===== config.mk =====
export PLATFORM = sky130hd
export DESIGN_NAME = bin2bcd_seq
export DESIGN_NICKNAME = d
export VERILOG_FILES = /design/src/rtl/bin2bcd_seq.sv
export SDC_FILE = /design/constraint.sdc
export NUM_CORES = 1
export LEC_CHECK = 0
export BUFFER_PORTS_ARGS = -buffer_cell sky130_fd_sc_hd__buf_2
export CORE_UTILIZATION = 50
export DETAILED_ROUTE_END_ITERATION = 10
export GPL_ROUTABILITY_DRIVEN = 0
export PLACE_DENSITY = 0.77
export SYNTH_ARGS = -nofsm -noshare
export SYNTH_HDL_FRONTEND = slang
export SYNTH_SLANG_ARGS = --single-unit
export TNS_END_PERCENT = 100

===== constraint.sdc =====
create_clock -name clk -period 1.5 [get_ports clk]
set_clock_uncertainty 0.05 [all_clocks]
set_input_delay 0 -clock clk [delete_from_list [all_inputs] [get_ports clk]]
set_output_delay 0 -clock clk [all_outputs]
set_load 0.005 [all_outputs]

===== src/rtl/bin2bcd_seq.sv =====
// Sequential binary-to-BCD converter (double-dabble, one step per clock) feeding a 4-digit display.
// Define BIN2BCD_LZB_EN to blank leading zero digits with 4'hF.
module bin2bcd_seq #(
    parameter int BIN_W = 14
) (
    input  logic             clk,
    input  logic             rst,
    input  logic             start,
    input  logic [BIN_W-1:0] bin,
    output logic             busy,
    output logic             done,
    output logic             ovf,
    output logic [3:0]       digit3,
    output logic [3:0]       digit2,
    output logic [3:0]       digit1,
    output logic [3:0]       digit0
);

    typedef enum logic [1:0] {
        S_IDLE,
        S_SHIFT,
        S_FINISH
    } state_t;

    localparam logic [3:0] LAST_STEP = 4'(BIN_W - 1);
    localparam logic [3:0] BLANK     = 4'hF;

    state_t r_state;
    state_t w_next;
    logic   w_load;
    logic   w_step;
    logic   w_finish;

    // {scratch[15:0], shift[BIN_W-1:0]} kept as one register so a single shift moves both
    logic [BIN_W+15:0] r_dd;
    logic [3:0]        r_cnt;
    logic              r_ovf_pend;
    logic              r_busy;
    logic              r_done;
    logic              r_ovf;
    logic [3:0]        r_digit3;
    logic [3:0]        r_digit2;
    logic [3:0]        r_digit1;
    logic [3:0]        r_digit0;

    logic [15:0]       w_adj;
    logic              w_over;
    logic [3:0]        w_d3;
    logic [3:0]        w_d2;
    logic [3:0]        w_d1;
    logic [3:0]        w_d0;

    // NOTE: sequential state uses non-blocking assignments so every register samples pre-edge values.
    always_ff @(posedge clk or negedge rst) begin
        if (!rst) begin
            r_state <= S_IDLE;
        end else begin
            r_state <= w_next;
        end
    end

    // NOTE: every combinational output gets a default first, so no path can infer a latch.
    always_comb begin
        w_next   = r_state;
        w_load   = 1'b0;
        w_step   = 1'b0;
        w_finish = 1'b0;
        case (r_state)
            S_IDLE: begin
                if (start) begin
                    w_load = 1'b1;
                    w_next = S_SHIFT;
                end
            end
            S_SHIFT: begin
                w_step = 1'b1;
                if (r_cnt == LAST_STEP) begin
                    w_next = S_FINISH;
                end
            end
            S_FINISH: begin
                w_finish = 1'b1;
                w_next   = S_IDLE;
            end
            default: begin
                w_next = S_IDLE;
            end
        endcase
    end

    always_comb begin
        w_adj = '0;
        for (int i = 0; i < 4; i++) begin
            if (r_dd[BIN_W + 4*i +: 4] >= 4'd5) begin
                w_adj[4*i +: 4] = r_dd[BIN_W + 4*i +: 4] + 4'd3;
            end else begin
                w_adj[4*i +: 4] = r_dd[BIN_W + 4*i +: 4];
            end
        end
    end

    assign w_over = ({{(32-BIN_W){1'b0}}, bin} > 32'd9999);

    // Final digit formatting: overflow blanks everything, optional leading-zero blanking otherwise
    always_comb begin
        w_d3 = r_dd[BIN_W+12 +: 4];
        w_d2 = r_dd[BIN_W+8  +: 4];
        w_d1 = r_dd[BIN_W+4  +: 4];
        w_d0 = r_dd[BIN_W    +: 4];
`ifdef BIN2BCD_LZB_EN
        if (w_d3 == 4'd0) begin
            w_d3 = BLANK;
            if (w_d2 == 4'd0) begin
                w_d2 = BLANK;
                if (w_d1 == 4'd0) begin
                    w_d1 = BLANK;
                end
            end
        end
`endif
        if (r_ovf_pend) begin
            w_d3 = BLANK;
            w_d2 = BLANK;
            w_d1 = BLANK;
            w_d0 = BLANK;
        end
    end

    always_ff @(posedge clk or negedge rst) begin
        if (!rst) begin
            r_dd       <= '0;
            r_cnt      <= '0;
            r_ovf_pend <= 1'b0;
            r_busy     <= 1'b0;
            r_done     <= 1'b0;
            r_ovf      <= 1'b0;
            r_digit3   <= 4'h0;
            r_digit2   <= 4'h0;
            r_digit1   <= 4'h0;
            r_digit0   <= 4'h0;
        end else begin
            r_done <= 1'b0;
            r_busy <= (w_next != S_IDLE);
            if (w_load) begin
                r_dd       <= {16'h0000, bin};
                r_cnt      <= 4'd0;
                r_ovf_pend <= w_over;
            end else if (w_step) begin
                r_dd  <= {w_adj, r_dd[BIN_W-1:0]} << 1;
                r_cnt <= r_cnt + 4'd1;
            end
            // Visible outputs change only here, so the display never sees partial results
            if (w_finish) begin
                r_digit3 <= w_d3;
                r_digit2 <= w_d2;
                r_digit1 <= w_d1;
                r_digit0 <= w_d0;
                r_ovf    <= r_ovf_pend;
                r_done   <= 1'b1;
            end
        end
    end

    assign busy   = r_busy;
    assign done   = r_done;
    assign ovf    = r_ovf;
    assign digit3 = r_digit3;
    assign digit2 = r_digit2;
    assign digit1 = r_digit1;
    assign digit0 = r_digit0;

endmodule


==> results.yml, run 1 <==
clocking:
  clock-root-buffer: "clkbuf_8"
  cts_sinks: 56
  path_clk_slew_ps: 100
  cts_buffers: 5
  clockBufferDepth: 2
  htree_levels: 2
  cts_tree: "yes"
  clock_latency_ps: 320
logic_synthesis:
  synth_top_family_by_area: "compound AO/OA/AOI/OAI gates"
  synth_simple_gate_area_share_pct: 13.2
  synth_top_area_cell: "dfrtp_1"
  async_reset_ff_share_pct: 100
  synthXorXnorAreaFrac_pct: 0.972
  muxShareOfSynthArea_pct: 0.787
  avgSynthCellArea_um2: 10.1
  synth_compound_gate_area_share_pct: 21.9
  yosysTopAreaCellShare_pct: 51.8
  ys_warn_count: 0
  synth_flop_cell: "dfrtp_1"
  yosysSeqAreaShare_pct: 51.8
  synth_fa_ha_area_share_pct: 4.63
  synth_edf_count: 0
  synthesis.area_um2: 2700
  syn-num-nets: 296
  post_synth_main_area_contributors: "dfrtp_1, o21ai_0, nand2_1"
  synth_cell_types: 40
  synthCells: 269
  ys_ff_latch: 56
cells_and_area:
  antenna_cells: 0
  syn_to_final_growth_pct: 23.2
  layout_common_cells: "dfrtp_1, nand2_1, o21ai_0, buf_2"
  final_nets: 356
  fillers: 393
  layout_commonest_cell: "dfrtp_1"
  drive_above_1_share_pct: 24.2
  postLayoutCellArea_um2: 3330
grt:
  grt_pass1_wl_um: 8960
  grt_start_max_net_pins: 57
  grt_pass1_vias: 1961
  antenna_found_initial: 0
  grt.total_usage_pct: 20.8
  grt_overflow: 0
sta:
  final-setup-viol-count: 0
  slew_viol_final: 0
  whs_ps: 59.2
  post-route-period-util_pct: 99.2
  rsz0062_at_grt: "true"
  period_needed_ps: 1490
  fmax_mhz: 672
  setup_ws_ps: 11.3
  tightest_slew_ps: 573
  slew_headroom_pct: 61.8
  hold_viol_final: 0
status:
  status: "finished, final reports clean"
power_and_ir_drop:
  power.density_nw_per_um2: 1940
  power_uw: 6460
  vdd_drop_max_mv: 0.755
  leakage_uw: 0.00156
placement:
  placed_area_um2: 2960
  pre_cts_slack_ps: 4.66
  dpl.hpwl_um: 3590
  numPortBuffers: 35
drt:
  drt_iter0_drc: 185
  ant_nets: 0
  wirelength_um: 5740
  drt-wirelength-per-cell_um: 14.4
  drt-pass1-iter-count: 4
  drcViolationCount: 0
  post_drt_via_cell_ratio: 5.45
  vias: 2181
floorplan:
  die_x_um: 75.5
  initial_utilization_pct: 52.3
  dieArea_um2: 5710
  dieHeight_um: 75.5
  num_rows: 26
  coreArea_um2: 5170
  ios: 36
worst_setup_path:
  path_class: "flip-flop to flip-flop"
  cp_max_fo: 3
  cp.arrival_ps: 1660
  cp-end-kind: "flip-flop"
  required_ps: 1670
  cp-start-kind: "flip-flop"
flow_run:
  cap_violations: 0
worst_hold_path:
  min_path_type: "primary input to flip-flop"
-- flip-flops by register name, summed over array words and instances, names as in the netlist --
| register | cells |
|---|---|
| digit2 | 4 |
| digit1 | 4 |
| r_ovf_pend | 1 |
| r_dd | 30 |
| done | 1 |
| ovf | 1 |
| digit0 | 4 |
| r_state | 2 |
| digit3 | 4 |
| r_cnt | 4 |
| busy | 1 |
-- logic make-up after synthesis --
| logic type | count (synthesis) |
|---|---|
| adder cells (fa/ha/maj) | 10 |
| buffers and inverters | 36 |
| multiplexers | 2 |
| AND/OR/NAND/NOR | 78 |
| flip-flops | 56 |
| AO/OA/AOI/OAI | 84 |
| XOR/XNOR | 3 |
-- Yosys cell counts (2+ instances only) --
cell        n
clkbuf_1    3
a22oi_1    13
dfrtp_1    56
nor2_1     17
o21ai_0    35
o221ai_1    4
a32o_1      4
o31ai_1     5
ha_1       10
o21a_1      4
inv_1      18
xnor2_1     3
nor2b_1     4
o2111ai_1   8
nand3_1     3
nand2_1    44
buf_6       4
o32ai_1     3
o311ai_1    3
buf_4       2
buf_2       7
-- through the flow --
step / TNS [ps] / cells / util (%)
2_1_floorplan: 0 / 269 / -
3_3_place_gp: 0 / 368 / 57.3
3_5_place_dp: 0 / 368 / 57.3
4_1_cts: 0 / 394 / 62.9
5_1_grt: -102 / 400 / 64.4
6_report: 0 / 400 / 64.4
-- cell type report --
class                   instances  area (um^2)  area share [%]
repair buffers                 70          504            15.1
clock buffers                   5         68.8            2.07
clock inverters                 3         47.5            1.43
inverters                      19         71.3            2.14
multi-input cells             177         1150            34.5
well taps                      70         87.6            2.63
flip-flops and latches         56         1400            42.1
-- worst paths after layout --
check,cells past startpoint,start,slack (ps),to
worst max-delay path,5,r_dd[19],10,r_dd[22]
worst min-delay path,3,start,60,busy
worst max register to register,5,r_dd[19],10,r_dd[22]
worst min register to register,1,r_cnt[3],430,r_cnt[3]
max in group asynchronous,3,rst,990,r_state[0]
min in group asynchronous,3,rst,150,busy
-- worst max-delay path: stages (launching register included) --
cell and delay [ps]:
dfrtp_1 410, inv_1 100, ha_1 220, nor2b_2 180, o21a_1 210, o32ai_1 230
-- layer usage --
layer  GRT usage, %  share of wire [%]  vias up
li1               -                  -     1072
met4           8.02                1.3        0
met2           32.4                 49       49
met1           29.1                 46     1052
met3           3.70                3.0        8
met5              0                  0        -
-- timing repair --
action                     4_1_cts  5_1_grt
hold buffers                    15        0
pin swaps                        0        1
hold endpoints to repair        71        0
setup buffers                    3        6
resized for setup                0       13
setup endpoints to repair        2       27
-- report_power, final --
part / total (uW) / switching [uW] / leakage [uW] / internal [uW]
logic: 2810 / 1450 / 0.000799 / 1360
clock network: 1020 / 513 / 0.0000583 / 504
registers: 2630 / 516 / 0.000702 / 2120
Note: power is estimated with default switching activity, not from simulation.
==> run 2, diff against run 1 <==
==> constraint.sdc (replaced) <==
create_clock -name clk -period 1.5 [get_ports clk]
set_clock_uncertainty 0.05 [all_clocks]
set_input_delay 0.3 -clock clk [delete_from_list [all_inputs] [get_ports clk]]
set_output_delay 0.3 -clock clk [all_outputs]
set_load 0.005 [all_outputs]
==> run 2 against run 1 <==
Compared with the run above: global-route usage fell by 0.97 points; sequential power barely moved; combinational power rose by 1%; first-iteration DRC count fell by 12%; clock-buffer cell count did not move; critical path depth did not move; clock power fell by 4%.
==> results.yml, run 2 (synthesis results as in run 1) <==
floorplan:
  die_x_um: 75.5
  coreArea_um2: 5170
  dieHeight_um: 75.5
  dieArea_um2: 5710
  ios: 36
  num_rows: 26
  initial_utilization_pct: 52.3
placement:
  pre_cts_slack_ps: 11.0
  dp.cells: 372
  numPortBuffers: 35
  placed_area_um2: 2980
  dpl.hpwl_um: 3690
drt:
  drcViolationCount: 0
  ant_nets: 0
  drt-wirelength-per-cell_um: 14.0
  vias: 2112
  drt-pass1-iter-count: 4
  drt_iter0_drc: 162
  post_drt_via_cell_ratio: 5.46
  wirelength_um: 5410
worst_setup_path:
  cp-end-kind: "flip-flop"
  required_ps: 1630
  cp_max_fo: 4
  r2r-start: "r_dd[22]"
  ff2ff_path_depth: 5
  crit_path_cell_trace: "buf_4 -> ha_1 -> nor2b_4 -> o21a_4 -> o221ai_1"
  rrSetupSlack_ps: 80
  cp-start-kind: "flip-flop"
  endpoint: "r_dd[23]"
  cp_top_family: "flip-flops"
  cpMaxStageDelayCell: "dfrtp_1"
  r2r_end: "r_dd[23]"
  cp.arrival_ps: 1560
  critical_path.max_stage_delay_ps: 410
  path_buf_inv: 1
  cp.depth: 5
  path_class: "flip-flop to flip-flop"
  crit_start: "r_dd[22]"
clocking:
  cts_sinks: 56
  cts_tree: "yes"
  clockBufferDepth: 2
  htree_levels: 2
  clock_latency_ps: 310
  clock-root-buffer: "clkbuf_8"
  cts_buffers: 5
  path_clk_slew_ps: 90
sta:
  slew_headroom_pct: 58.7
  setup_ws_ps: 75.0
  final-setup-viol-count: 0
  fmax_mhz: 702
  slew_viol_final: 0
  tightest_slew_ps: 620
  hold_viol_final: 0
  post-route-period-util_pct: 95.0
  period_needed_ps: 1420
power_and_ir_drop:
  p_sw_share_pct: 38.4
  power.internal_uw: 3980
  power.density_nw_per_um2: 2010
  pwr-share-seq_pct: 40.7
  power_frac_comb_pct: 44.1
  vdd_drop_max_mv: 0.731
  p_clk_share_pct: 15.2
  leakage_uw: 0.00151
  power_uw: 6450
  p_sw_uw: 2480
cells_and_area:
  postLayoutCellArea_um2: 3220
  syn_to_final_growth_pct: 19.0
  antenna_cells: 0
  layout_commonest_cell: "dfrtp_1"
  largest_register: "r_dd"
  layout_common_cells: "dfrtp_1, nand2_1, o21ai_0, buf_2, buf_4"
  fin_util_pct: 62.2
  final_nets: 343
  fin_cells: 387
  largest_reg_flops: 30
  drive_above_1_share_pct: 25.9
worst_hold_path:
  min_path_type: "primary input to flip-flop"
  worst_hold_startpoint: "bin[13]"
  worstHoldPathCells: 3
grt:
  grt_overflow: 0
  grt_pass1_vias: 1921
  grt_pass1_wl_um: 8550
  antenna_found_initial: 0
  grt.total_usage_pct: 19.8
  grt_start_max_net_pins: 57
status:
  status: "finished, final reports clean"
flow_run:
  cap_violations: 0
[run 2: changes by cell type in the layout (fill, tap and decap cells not counted), moves of 2 or more]
cell           delta
o32ai_1           -2
o311ai_2          +2
nor2b_2           -2
o32ai_2           +2
buf_4             +2
o311ai_1          -2
clkinv_4          -2
dlygate4sd3_1    -14
[run 2: through the flow]
step           hold slack [ps]  TNS, ps
3_5_place_dp               269        0
5_1_grt                    176    -9.97
3_3_place_gp               269        0
4_1_cts                    167        0
2_1_floorplan            -45.6        0
6_report                   174        0
[run 2: area by class of cell]
cell class	count	area [um^2]
fillers	420	1950
flip-flops and latches	56	1400
multi-input cells	177	1190
repair buffers	57	359
well taps	70	87.6
inverters	19	71.3
clock buffers	5	68.8
clock inverters	3	42.5
[run 2: metal layers]
metal	wire (um)	GRT usage, %	vias up
met5	0	0	-
met4	108	7.82	0
met3	199	3.84	11
met2	2570	31.5	49
met1	2530	26.8	1013
li1	-	-	1039
[run 2: how the worst min path moves through the flow]
stage                       endpoint  slack (ps)
after floorplan                 busy         -50
after global placement          busy         270
after detailed placement        busy         270
after CTS                 r_ovf_pend         170
after global routing         r_dd[0]         180
final                     r_ovf_pend         170
[run 2: what timing repair did]
item / in CTS / in global routing
buffers inserted: 2 / 4
setup endpoints to repair: 3 / 29
endpoints found under the hold margin: 56 / 0
gates resized for setup: 1 / 14
hold buffers: 1 / 0
[run 2: worst min-delay path, cell delays in order]
cell and delay (ps):
buf_2 110, nand2_1 50, o21ai_1 50
[run 2: power by group through the flow]
stage,clock [uW],combinational [uW],sequential (uW)
final,983,2850,2620
after global routing,1050,3210,2720
after CTS,997,2550,2620
after detailed placement,0,2480,2670
after global placement,0,2410,2640
after floorplan,0,1890,2500
==> run 3, diff against run 2 <==
PLACE_DENSITY = 0.72   (was 0.77)
==> run 3 against run 2 <==
Compared with the run above: design area increased by 1.9%; sequential power about the same; flip-flop and latch count unchanged; die area unchanged; fmax decreased by 3.2%; routed wire length increased by 4.4%; critical path depth unchanged.
==> results.yml, run 3 (synthesis results as in run 1) <==
status:
  status: "finished, final reports clean"
sta:
  slew_viol_final: 0
  hold_viol_final: 0
  setup_ws_ps: 27.8
  rsz0062_at_grt: "true"
  fmax_mhz: 679
  period_needed_ps: 1470
  slew_headroom_pct: 58.2
  tightest_slew_ps: 626
  final-setup-viol-count: 0
  post-route-period-util_pct: 98.1
clocking:
  cts_tree: "yes"
  clock_latency_ps: 320
  path_clk_slew_ps: 100
  clockBufferDepth: 2
  clock-root-buffer: "clkbuf_8"
  cts_sinks: 56
  htree_levels: 2
  cts_buffers: 5
drt:
  drt-wirelength-per-cell_um: 14.5
  wirelength_um: 5650
  post_drt_via_cell_ratio: 5.44
  vias: 2122
  drt_iter0_drc: 142
  drcViolationCount: 0
  drt-pass1-iter-count: 5
  ant_nets: 0
flow_run:
  cap_violations: 0
worst_setup_path:
  cpMaxStageDelayCell: "dfrtp_1"
  cp-start-kind: "flip-flop"
  path_buf_inv: 1
  cp_max_fo: 5
  cp_top_family: "compound AO/OA/AOI/OAI gates"
  cp-end-kind: "flip-flop"
  required_ps: 1670
  crit_path_cell_trace: "inv_2 -> ha_4 -> nor2b_4 -> o21a_1 -> o311ai_1"
  cp.arrival_ps: 1640
  critical_path.max_stage_delay_ps: 430
  path_class: "flip-flop to flip-flop"
floorplan:
  ios: 36
  dieArea_um2: 5710
  initial_utilization_pct: 52.3
  dieHeight_um: 75.5
  num_rows: 26
  coreArea_um2: 5170
  die_x_um: 75.5
cells_and_area:
  fin_util_pct: 63.4
  fillers: 422
  layout_commonest_cell: "dfrtp_1"
  layout_common_cells: "dfrtp_1, nand2_1, o21ai_0, buf_2, buf_4"
  antenna_cells: 0
  syn_to_final_growth_pct: 21.2
  final_nets: 346
  drive_above_1_share_pct: 29.1
  fin_cells: 390
  largest_reg_flops: 30
  largest_register: "r_dd"
  postLayoutCellArea_um2: 3280
placement:
  numPortBuffers: 35
  dpl.hpwl_um: 3660
  dp.cells: 371
  pre_cts_slack_ps: 29.7
  placed_area_um2: 3000
power_and_ir_drop:
  vdd_drop_max_mv: 0.978
  power_uw: 6550
  power.density_nw_per_um2: 2000
  leakage_uw: 0.00152
grt:
  grt_overflow: 0
  antenna_found_initial: 0
  grt_pass1_wl_um: 8630
  grt.total_usage_pct: 20.2
  grt_pass1_vias: 1806
  grt_start_max_net_pins: 26
worst_hold_path:
  min_path_type: "primary input to flip-flop"
==> run 3: cell types whose count changed in the layout (fill, tap and decap cells not counted), sizes merged <==
cell      change
clkinv        -1
buf           +3
clkbuf        +1
bufinv        -1
clkinvlp      +1
==> run 3: path summary, 6_finish.rpt <==
check | start | to | slack (ps) | cells after the start
max | r_dd[22] | r_dd[24] | 30 | 5
min | bin[0] | r_dd[0] | 160 | 2
max reg2reg | r_dd[22] | r_dd[24] | 30 | 5
min reg2reg | r_cnt[3] | r_cnt[3] | 430 | 1
max in group asynchronous | rst | r_dd[6] | 520 | 3
min in group asynchronous | rst | digit2[2] | 410 | 2
==> run 3: repair_timing <==
item,CTS,global route
hold buffers,1,0
hold endpoints to repair,16,0
gates resized for setup,0,25
setup buffers,0,10
setup endpoints to repair,0,21
==> run 3: cell type report <==
type	count	area [um^2]	share of cell area (%)
flip-flops and latches	56	1400	42.8
multi-input cells	177	1220	37.1
repair buffers	60	403	12.3
well taps	70	87.6	2.67
clock buffers	6	82.6	2.52
inverters	19	71.3	2.18
clock inverters	2	15.0	0.458
==> run 3: routing by layer <==
| layer | vias to the layer above | share of wire (%) | track usage [%] |
|---|---|---|---|
| met4 | 0 | 1.7 | 7.41 |
| met5 | - | 0 | 0 |
| met1 | 1017 | 50 | 29.1 |
| met2 | 40 | 45 | 30.2 |
| met3 | 10 | 3.0 | 4.10 |
| li1 | 1055 | - | - |
==> run 3: per-stage QoR <==
stage | setup TNS [ps] | hold WS, ps
2_1_floorplan | 0 | -45.6
3_3_place_gp | 0 | 222
3_5_place_dp | 0 | 230
4_1_cts | 0 | 158
5_1_grt | -111 | 160
6_report | 0 | 163
==> run 3: report_power, final <==
group / switching, uW / internal (uW)
clock network: 513 / 375
logic: 1530 / 1480
registers: 536 / 2110
total: 2580 / 3970
